[src/rtl/irq_pkg.sv]
// Shared types and constants for the pending-interrupt counter.
package irq_pkg;

  localparam int unsigned CNT_W_MAX = 16;

  typedef enum logic [1:0] {
    IDLE = 2'd0,
    PEND = 2'd1,
    SERV = 2'd2
  } state_t;

  // All-ones saturation value for an n-bit counter (n <= CNT_W_MAX)
  function automatic logic [CNT_W_MAX-1:0] sat_max(input int unsigned n);
    return CNT_W_MAX'((33'd1 << n) - 33'd1);
  endfunction

endpackage

[src/rtl/irq_pend_counter_sub1.sv]
// Saturating decrement-by-one of an N-bit value (floors at zero).
module Sub1 #(
  parameter int unsigned N = 4
) (
  input  logic [N-1:0] a,
  output logic [N-1:0] y
);

  assign y = (a == '0) ? '0 : a - N'(1);

endmodule

[src/rtl/irq_pend_counter.sv]
// Pending-interrupt event counter with claim/complete handshake.
// Optional sticky overflow flag enabled by macro IRQ_PEND_OVF_EN.
module irq_pend_counter
  import irq_pkg::*;
#(
  parameter int unsigned N = 4
) (
  input  logic         Clk,
  input  logic         Rst,
  input  logic         Evt,
  input  logic         Claim,
  input  logic         Complete,
  input  logic         OvfClr,
  output logic         Irq,
  output logic [N-1:0] Cnt,
  output logic         Ovf
);

  localparam logic [N-1:0] CNT_MAX = N'(sat_max(N));

  state_t       state, state_d;
  logic         evt_q, armed;
  logic         evt_rise, claim_ok, ovf_set, ovf_d;
  logic [N-1:0] cnt_d, cnt_dec;

  Sub1 #(.N(N)) u_sub1 (.a(Cnt), .y(cnt_dec));

  // Next-state, next-count and flag computation
  always_comb begin
    evt_rise = armed & Evt & ~evt_q;
    claim_ok = Claim && (state == PEND);
    cnt_d    = Cnt;
    state_d  = state;

    if (evt_rise && !claim_ok)
      cnt_d = (Cnt == CNT_MAX) ? Cnt : Cnt + N'(1);
    else if (claim_ok && !evt_rise)
      cnt_d = cnt_dec;

    case (state)
      IDLE:    if (evt_rise) state_d = PEND;
      PEND:    if (claim_ok) state_d = SERV;
      SERV:    if (Complete) state_d = (cnt_d != '0) ? PEND : IDLE;
      default: state_d = IDLE;
    endcase

    ovf_set = evt_rise && (Cnt == CNT_MAX) && !claim_ok;
`ifdef IRQ_PEND_OVF_EN
    ovf_d = ovf_set | (Ovf & ~OvfClr);
`else
    ovf_d = 1'b0 & (ovf_set | OvfClr);
`endif
  end

  // armed holds off edge detection for the first clock after reset so a
  // level already high at release is absorbed into evt_q, not counted.
  always_ff @(posedge Clk or posedge Rst) begin
    if (Rst) begin
      state <= IDLE;
      Cnt   <= '0;
      Irq   <= 1'b0;
      Ovf   <= 1'b0;
      evt_q <= 1'b0;
      armed <= 1'b0;
    end else begin
      state <= state_d;
      Cnt   <= cnt_d;
      Irq   <= (state_d == PEND);
      Ovf   <= ovf_d;
      evt_q <= Evt;
      armed <= 1'b1;
    end
  end

endmodule

[config.mk]
export PLATFORM = sky130hd
export DESIGN_NAME = irq_pend_counter
export DESIGN_NICKNAME = d
export VERILOG_FILES = /design/src/rtl/irq_pkg.sv /design/src/rtl/irq_pend_counter_sub1.sv /design/src/rtl/irq_pend_counter.sv
export SDC_FILE = /design/constraint.sdc
export NUM_CORES = 1
export LEC_CHECK = 0
export ABC_CLOCK_PERIOD_IN_PS = 2440
export BUFFER_PORTS_ARGS = -buffer_cell sky130_fd_sc_hd__buf_2
export CORE_AREA = 8 8 50 52
export DETAILED_ROUTE_END_ITERATION = 8
export DIE_AREA = 0 0 58 60
export SYNTH_ARGS = -nofsm -noshare
export SYNTH_HDL_FRONTEND = slang
export SYNTH_SLANG_ARGS = --single-unit
[constraint.sdc]
create_clock -name Clk -period 2.44 [get_ports Clk]
set_input_delay 0.488 -clock Clk [delete_from_list [all_inputs] [get_ports Clk]]
set_output_delay 0.488 -clock Clk [all_outputs]
set_load 0.005 [all_outputs]
==> results of run 1 <==
per-layer routing:
metal / global-route usage / vias to the layer above
met1: 0.102 / 219
met3: 0.0258 / 0
met4: 0.0420 / 0
met2: 0.115 / 6
met5: 0 / -
li1: - / 240
worst max-delay path, delay by kind of cell, from the launching register on:
family / cells / cell delay [ps]
AOI/OAI and AO/OA: 4 / 630
DFF: 1 / 440
and+or+nand+nor: 1 / 400
adders and majority gates: 1 / 230
buffers and inverters: 1 / 120
flip-flops by register name (all words and copies together) (netlist names):
signal and flops:
Cnt 4, state 2, Irq 1, armed 1, evt_q 1
cell type report:
cell class	count	area, µm²	area share
clock buffers	4	26.3	0.0398
well taps	18	22.5	0.0341
flip-flops and latches	9	225	0.341
repair buffers	9	45.0	0.0682
multi-input cells	44	323	0.489
inverters	5	18.8	0.0284
cell usage after synthesis, drive strengths merged:
| cell | count |
|---|---|
| a211oi | 2 |
| a21oi | 3 |
| a311o | 1 |
| a31oi | 2 |
| a32oi | 2 |
| and2 | 1 |
| and3 | 2 |
| and3b | 2 |
| buf | 2 |
| conb | 2 |
| dfrtp | 9 |
| ha | 3 |
| inv | 5 |
| mux2 | 1 |
| nand2b | 1 |
| nand3 | 2 |
| nand3b | 2 |
| nor2 | 2 |
| nor2b | 2 |
| nor3 | 3 |
| nor4 | 1 |
| o21ai | 2 |
| o221a | 1 |
| o22a | 1 |
| o31ai | 1 |
| or2 | 1 |
| or2b | 1 |
| or3 | 2 |
| or3b | 1 |
through the flow:
stage | instance area (µm²) | utilization | hold WS, ps | cells
2_1_floorplan | 586 | - | 316 | 60
3_3_place_gp | 634 | 0.352 | 454 | 85
3_5_place_dp | 634 | 0.352 | 450 | 85
4_1_cts | 661 | 0.367 | 172 | 89
5_1_grt | 661 | 0.367 | 188 | 89
6_report | 661 | 0.367 | 170 | 89
cells by family (layout without fill, tap and decap cells):
| logic type | Yosys count | in the layout |
|---|---|---|
| multiplexers | 1 | 1 |
| flip-flops | 9 | 9 |
| adder cells (fa/ha/maj) | 3 | 3 |
| AO/OA/AOI/OAI | 15 | 15 |
| AND/OR/NAND/NOR | 23 | 23 |
| other | 2 | 2 |
| buffers and inverters | 7 | 18 |
how the worst max path moves through the flow:
| stage | to | slack (ps) | from |
|---|---|---|---|
| 6_report | Irq$_DFF_PP0_ | 470 | Cnt[0]$_DFF_PP0_ |
| 5_1_grt | Irq$_DFF_PP0_ | 240 | Cnt[0]$_DFF_PP0_ |
| 4_1_cts | Irq$_DFF_PP0_ | 460 | Cnt[0]$_DFF_PP0_ |
| 3_5_place_dp | Irq$_DFF_PP0_ | 450 | Cnt[0]$_DFF_PP0_ |
| 3_3_place_gp | Irq$_DFF_PP0_ | 470 | Cnt[0]$_DFF_PP0_ |
| 2_1_floorplan | Irq$_DFF_PP0_ | 700 | Cnt[0]$_DFF_PP0_ |
report_power, final:
part	switching [mW]	leakage (nW)	internal [mW]
clock	0.0487	0.0150	0.0628
sequential	0.0784	0.109	0.206
combinational	0.181	0.183	0.171
total	0.308	0.306	0.441
==> results.sh, run 1 <==
export IMPL_maxSlewViolCount=0
export IMPL_arrival_ps=2090
export IMPL_grt_pass1_vias=466
export IMPL_synth_top_family_by_area="simple AND/OR/NAND/NOR gates"
export IMPL_finalHoldViolCount=0
export IMPL_cp_data_required_time_ps=2550
export IMPL_fin_crit_ps=1970
export IMPL_drt_met1_wl_um=625
export IMPL_postRouteAntennaNets=0
export IMPL_via_per_inst=5.22
export IMPL_syn_avg_cell_area_um2=9.76
export IMPL_cts_setup_buffers=0
export IMPL_reg2reg_depth=7
export IMPL_leakagePower_nw=0.306
export IMPL_path_cells="inv_1 > ha_1 > or3b_1 > a211oi_1 > a211oi_2 > a21oi_2 > a31oi_1"
export IMPL_met2WireLength_um=542
export IMPL_synth_compound_area_frac=0.201
export IMPL_peakVddDrop_mv=0.423
export IMPL_r2r_start="Cnt[0]$_DFF_PP0_"
export IMPL_first_iter_violations=10
export IMPL_synth_cell_type_count=33
export IMPL_cts_sinks=9
export IMPL_core_um2=1800
export IMPL_syn_area_um2=586
export IMPL_num_nets_final=81
export IMPL_synth_simple_gate_area_frac=0.254
export IMPL_r2r_slack_ps=470
export IMPL_drive_gt1_frac=0.268
export IMPL_clk_pin_slew_ps=60
export IMPL_routabilityCongestion=0.880
export IMPL_yosysWarnings=0
export IMPL_grt_total_usage=0.0797
export IMPL_dr_wl_met3_um=62
export IMPL_worstSkewPairLatency_ps=260
export IMPL_io_pins=12
export IMPL_numCtsBuffers=3
export IMPL_clock_skew_ps=5.94
export IMPL_cp_start_kind="flop"
export IMPL_fillers=192
export IMPL_synthesis_nets=69
export IMPL_finalWorstSetupSlack_ps=466
export IMPL_rsz0062_at_grt="no"
export IMPL_setup_viol=0
export IMPL_synthCells=60
export IMPL_drc=0
export IMPL_layout_common_cells="9 x dfrtp_1, 9 x buf_2, 5 x inv_1"
export IMPL_yosysSeqAreaShare=0.385
export IMPL_drv_cap=0
export IMPL_critPathKind="reg -> reg"
export IMPL_ys_ff_latch=9
export IMPL_synthMuxAreaShare=0.0192
export IMPL_clockRootBuffer="clkbuf_4"
export IMPL_fp_dieH_um=60
export IMPL_ys_top_cells_by_area="dfrtp_1 38%, ha_1 6.4%, inv_1 3.2%, a32oi_1 3.0%, and3b_1 3.0%"
export IMPL_p_per_area_nw_per_um2=1130
export IMPL_synth_top_area_cell="dfrtp_1"
export IMPL_r2r_end="Irq$_DFF_PP0_"
export IMPL_grt_pass1_wl_um=2120
export IMPL_antenna_found_initial=0
export IMPL_grt_max_degree=10
export IMPL_fmax_mhz=506
export IMPL_fin_crit_sh=0.809
export IMPL_wl_per_cell_um=13.8
export IMPL_overflow=0
export IMPL_cts_tree="done"
export IMPL_fin_tns_setup_ps=0
export IMPL_clk_path_buf_depth=2
export IMPL_total_power_mw=0.749
export IMPL_hpwl_um=981
export IMPL_area_growth_pct=12.8
export IMPL_place_ws_ps=447
export IMPL_dr_pass1_iters=2
export IMPL_cts_resized=0
export IMPL_highest_layer="met3"
export IMPL_initial_utilization=0.325
export IMPL_die_w_um=58
export IMPL_min_delay_path_class="in -> async"
export IMPL_vias=465
export IMPL_die_area_um2=3480
export IMPL_hold_buffers=0
export IMPL_synthAdderAreaFrac=0.0641
export IMPL_h_tree_depth=1
export IMPL_drt_total_wl_um=1230
export IMPL_diodes=0
export IMPL_rows=16
export IMPL_synth_top_area_frac=0.385
export IMPL_worstPathMaxFanout=7
export IMPL_synthXorXnorAreaFrac=0
export IMPL_cp_slowest_stage_delay_ps=440
export IMPL_port_buffers=9
export IMPL_worst_path_max_delay_cell="dfrtp_1"
export IMPL_outcome="finished, final reports clean"
export IMPL_endpoint_kind="flop"
Power figures use the tool's default switching activity.
==> inputs of run 2 (changes only) <==
--- a/config.mk
+++ b/config.mk
@@ -5,11 +5,12 @@
 export SDC_FILE = /design/constraint.sdc
 export NUM_CORES = 1
 export LEC_CHECK = 0
-export ABC_CLOCK_PERIOD_IN_PS = 2440
+export ABC_AREA = 1
+export ABC_CLOCK_PERIOD_IN_PS = 1860
 export BUFFER_PORTS_ARGS = -buffer_cell sky130_fd_sc_hd__buf_2
-export CORE_AREA = 8 8 50 52
+export CORE_AREA = 8 8 52 54
 export DETAILED_ROUTE_END_ITERATION = 8
-export DIE_AREA = 0 0 58 60
+export DIE_AREA = 0 0 60 62
 export SYNTH_ARGS = -nofsm -noshare
 export SYNTH_HDL_FRONTEND = slang
 export SYNTH_SLANG_ARGS = --single-unit
==> constraint.sdc (replaced) <==
create_clock -name Clk -period 1.86 [get_ports Clk]
set_input_delay 0.372 -clock Clk [delete_from_list [all_inputs] [get_ports Clk]]
set_output_delay 0.372 -clock Clk [all_outputs]
set_load 0.005 [all_outputs]
==> results.sh, run 2 <==
export IMPL_drive_gt1_frac=0.276
export IMPL_setup_viol=0
export IMPL_place_ws_ps=83.1
export IMPL_synthesis_nets=94
export IMPL_whs_ps=62.2
export IMPL_peakVddDrop_mv=0.483
export IMPL_synthFlopType="dfrtp_1"
export IMPL_ys_top_cells_by_area="dfrtp_1 35%, nand2_1 14%, ha_1 5.9%, inv_1 5.9%, nand3_1 5.5%"
export IMPL_fin_tns_setup_ps=0
export IMPL_cp_start_kind="flop"
export IMPL_ys_ff_latch=9
export IMPL_synth_cell_type_count=25
export IMPL_routabilityCongestion=0.764
export IMPL_finalWorstSetupSlack_ps=198
export IMPL_syn_area_um2=637
export IMPL_cp_slowest_stage_delay_ps=430
export IMPL_reg2reg_depth=10
export IMPL_cp_data_required_time_ps=2000
export IMPL_top_regs="Cnt x4, state x2"
export IMPL_first_iter_violations=11
export IMPL_rsz0062_at_grt="no"
export IMPL_place_area_um2=701
export IMPL_rows=16
export IMPL_cts_tree="done"
export IMPL_switching_share=0.450
export IMPL_worstPathMaxFanout=6
export IMPL_syn_avg_cell_area_um2=7.49
export IMPL_drt_total_wl_um=1280
export IMPL_min_delay_path_class="in -> async"
export IMPL_fin_crit_ps=1660
export IMPL_comb_power_share=0.529
export IMPL_synth_top_area_frac=0.354
export IMPL_die_area_um2=3720
export IMPL_grt_total_usage=0.0744
export IMPL_fillers=211
export IMPL_yosysWarnings=0
export IMPL_total_power_mw=1.08
export IMPL_dr_pass1_iters=4
export IMPL_via_per_inst=4.36
export IMPL_clk_pin_slew_ps=60
export IMPL_cts_sinks=9
export IMPL_mostFrequentLayoutCell="nand2_1"
export IMPL_clockRootBuffer="clkbuf_4"
export IMPL_core_um2=1900
export IMPL_num_nets_final=108
export IMPL_leakagePower_nw=0.398
export IMPL_grt_pass1_wl_um=2130
export IMPL_drc=0
export IMPL_cpLargestDelayFamily="simple AND/OR/NAND/NOR gates"
export IMPL_endpoint_kind="flop"
export IMPL_synth_top_area_cell="dfrtp_1"
export IMPL_critPathKind="reg -> reg"
export IMPL_p_per_area_nw_per_um2=1460
export IMPL_path_common_cell="nand2_1"
export IMPL_clock_skew_ps=2.97
export IMPL_path_cells="ha_1 > or2_2 > nand2_1 > nand2_1 > nand3_2 > nand2_2 > nor2_1 > nand3_1 > nand2_1 > nand2_1"
export IMPL_regMostFlops="Cnt"
export IMPL_h_tree_depth=1
export IMPL_postRouteAntennaNets=0
export IMPL_clkPwrFrac=0.140
export IMPL_synth_commonest_cells="23 x nand2_1, 10 x inv_1, 9 x dfrtp_1, 7 x nand3_1, 6 x nor2_1"
export IMPL_layout_common_cells="23 x nand2_1, 9 x inv_1, 9 x buf_2, 8 x dfrtp_1, 7 x nand3_1"
export IMPL_overflow=0
export IMPL_path_depth=10
export IMPL_finalHoldViolCount=0
export IMPL_grt_pass1_vias=519
export IMPL_yosysMostFrequentCell="nand2_1"
export IMPL_initial_utilization=0.335
export IMPL_r2r_end="state[0]$_DFF_PP0_"
export IMPL_r2r_start="Cnt[0]$_DFF_PP0_"
export IMPL_synth_edff_count=0
export IMPL_worst_path_max_delay_cell="dfrtp_2"
export IMPL_drv_cap=0
export IMPL_largest_register_ffs=4
export IMPL_wl_per_cell_um=10.2
export IMPL_grt_max_degree=11
export IMPL_hpwl_um=993
export IMPL_internal_power_mw=0.596
export IMPL_worstSkewPairLatency_ps=260
export IMPL_fp_dieH_um=62
export IMPL_io_pins=12
export IMPL_p_switching_mw=0.488
export IMPL_r2r_slack_ps=200
export IMPL_die_w_um=60
export IMPL_fin_crit_sh=0.893
export IMPL_port_buffers=9
export IMPL_arrival_ps=1800
export IMPL_diodes=0
export IMPL_crit_buf_inv=0
export IMPL_clk_path_buf_depth=2
export IMPL_synth_async_sr_flop_share=1.00
export IMPL_yosysSeqAreaShare=0.354
export IMPL_outcome="finished, final reports clean"
export IMPL_maxSlewViolCount=0
export IMPL_antenna_found_initial=0
export IMPL_vias=545
export IMPL_area_growth_pct=16.7
export IMPL_numCtsBuffers=3
export IMPL_p_seq_frac=0.331
export IMPL_fmax_mhz=602
export IMPL_fin_area_um2=743
export IMPL_synthCells=85
-- run 2: through the flow --
| step | util | instances |
|---|---|---|
| floorplan | - | 85 |
| finish | 0.391 | 125 |
| CTS | 0.382 | 123 |
| global route | 0.391 | 125 |
| global placement | 0.368 | 119 |
| detailed placement | 0.368 | 119 |
-- run 2: layout make-up --
cell class	count	area, µm²	share of cell area
Multi-Input combinational cell	63	355	0.478
Clock buffer	4	26.3	0.0354
Inverter	11	41.3	0.0556
Timing Repair Buffer	11	60.1	0.0808
Tap cell	27	33.8	0.0455
Sequential cell	9	226	0.305
-- run 2: routing by layer --
| layer | global-route usage | part of all wire | routed length (µm) | vias to the layer above |
|---|---|---|---|---|
| met1 | 0.0851 | 0.46 | 592 | 245 |
| met3 | 0.0226 | 0.050 | 64 | 2 |
| met4 | 0.0306 | 0.0039 | 5 | 0 |
| li1 | - | - | - | 288 |
| met5 | 0 | 0 | 0 | - |
| met2 | 0.126 | 0.48 | 616 | 10 |
-- run 2: cells by family after synthesis --
group / synth area share
flops: 0.354
simple gates: 0.399
compound gates: 0.0747
xor+xnor: 0.0138
other cells: 0.0118
fa+ha+maj: 0.0589
buf+inv: 0.0884
-- run 2: power by group through the flow --
| stage | sequential (mW) | clock, mW | combinational, mW |
|---|---|---|---|
| floorplan | 0.340 | 0 | 0.419 |
| global placement | 0.367 | 0 | 0.517 |
| detailed placement | 0.369 | 0 | 0.531 |
| CTS | 0.367 | 0.159 | 0.533 |
| global route | 0.369 | 0.171 | 0.664 |
| finish | 0.359 | 0.152 | 0.573 |
-- run 2: worst max-delay path by stage --
stage	from	endpoint	slack (ps)
2_1_floorplan	Cnt[0]$_DFF_PP0_	Irq$_DFF_PP0_	250
3_3_place_gp	Cnt[0]$_DFF_PP0_	state[0]$_DFF_PP0_	100
3_5_place_dp	Cnt[0]$_DFF_PP0_	state[0]$_DFF_PP0_	80
4_1_cts	Cnt[0]$_DFF_PP0_	state[0]$_DFF_PP0_	70
5_1_grt	Cnt[0]$_DFF_PP0_	state[0]$_DFF_PP0_	30
6_report	Cnt[0]$_DFF_PP0_	state[0]$_DFF_PP0_	200
-- run 2: repair_timing --
item,CTS,global route
setup buffers,0,2
gates resized for setup,0,2
hold buffers,0,0
setup endpoints to repair,0,2
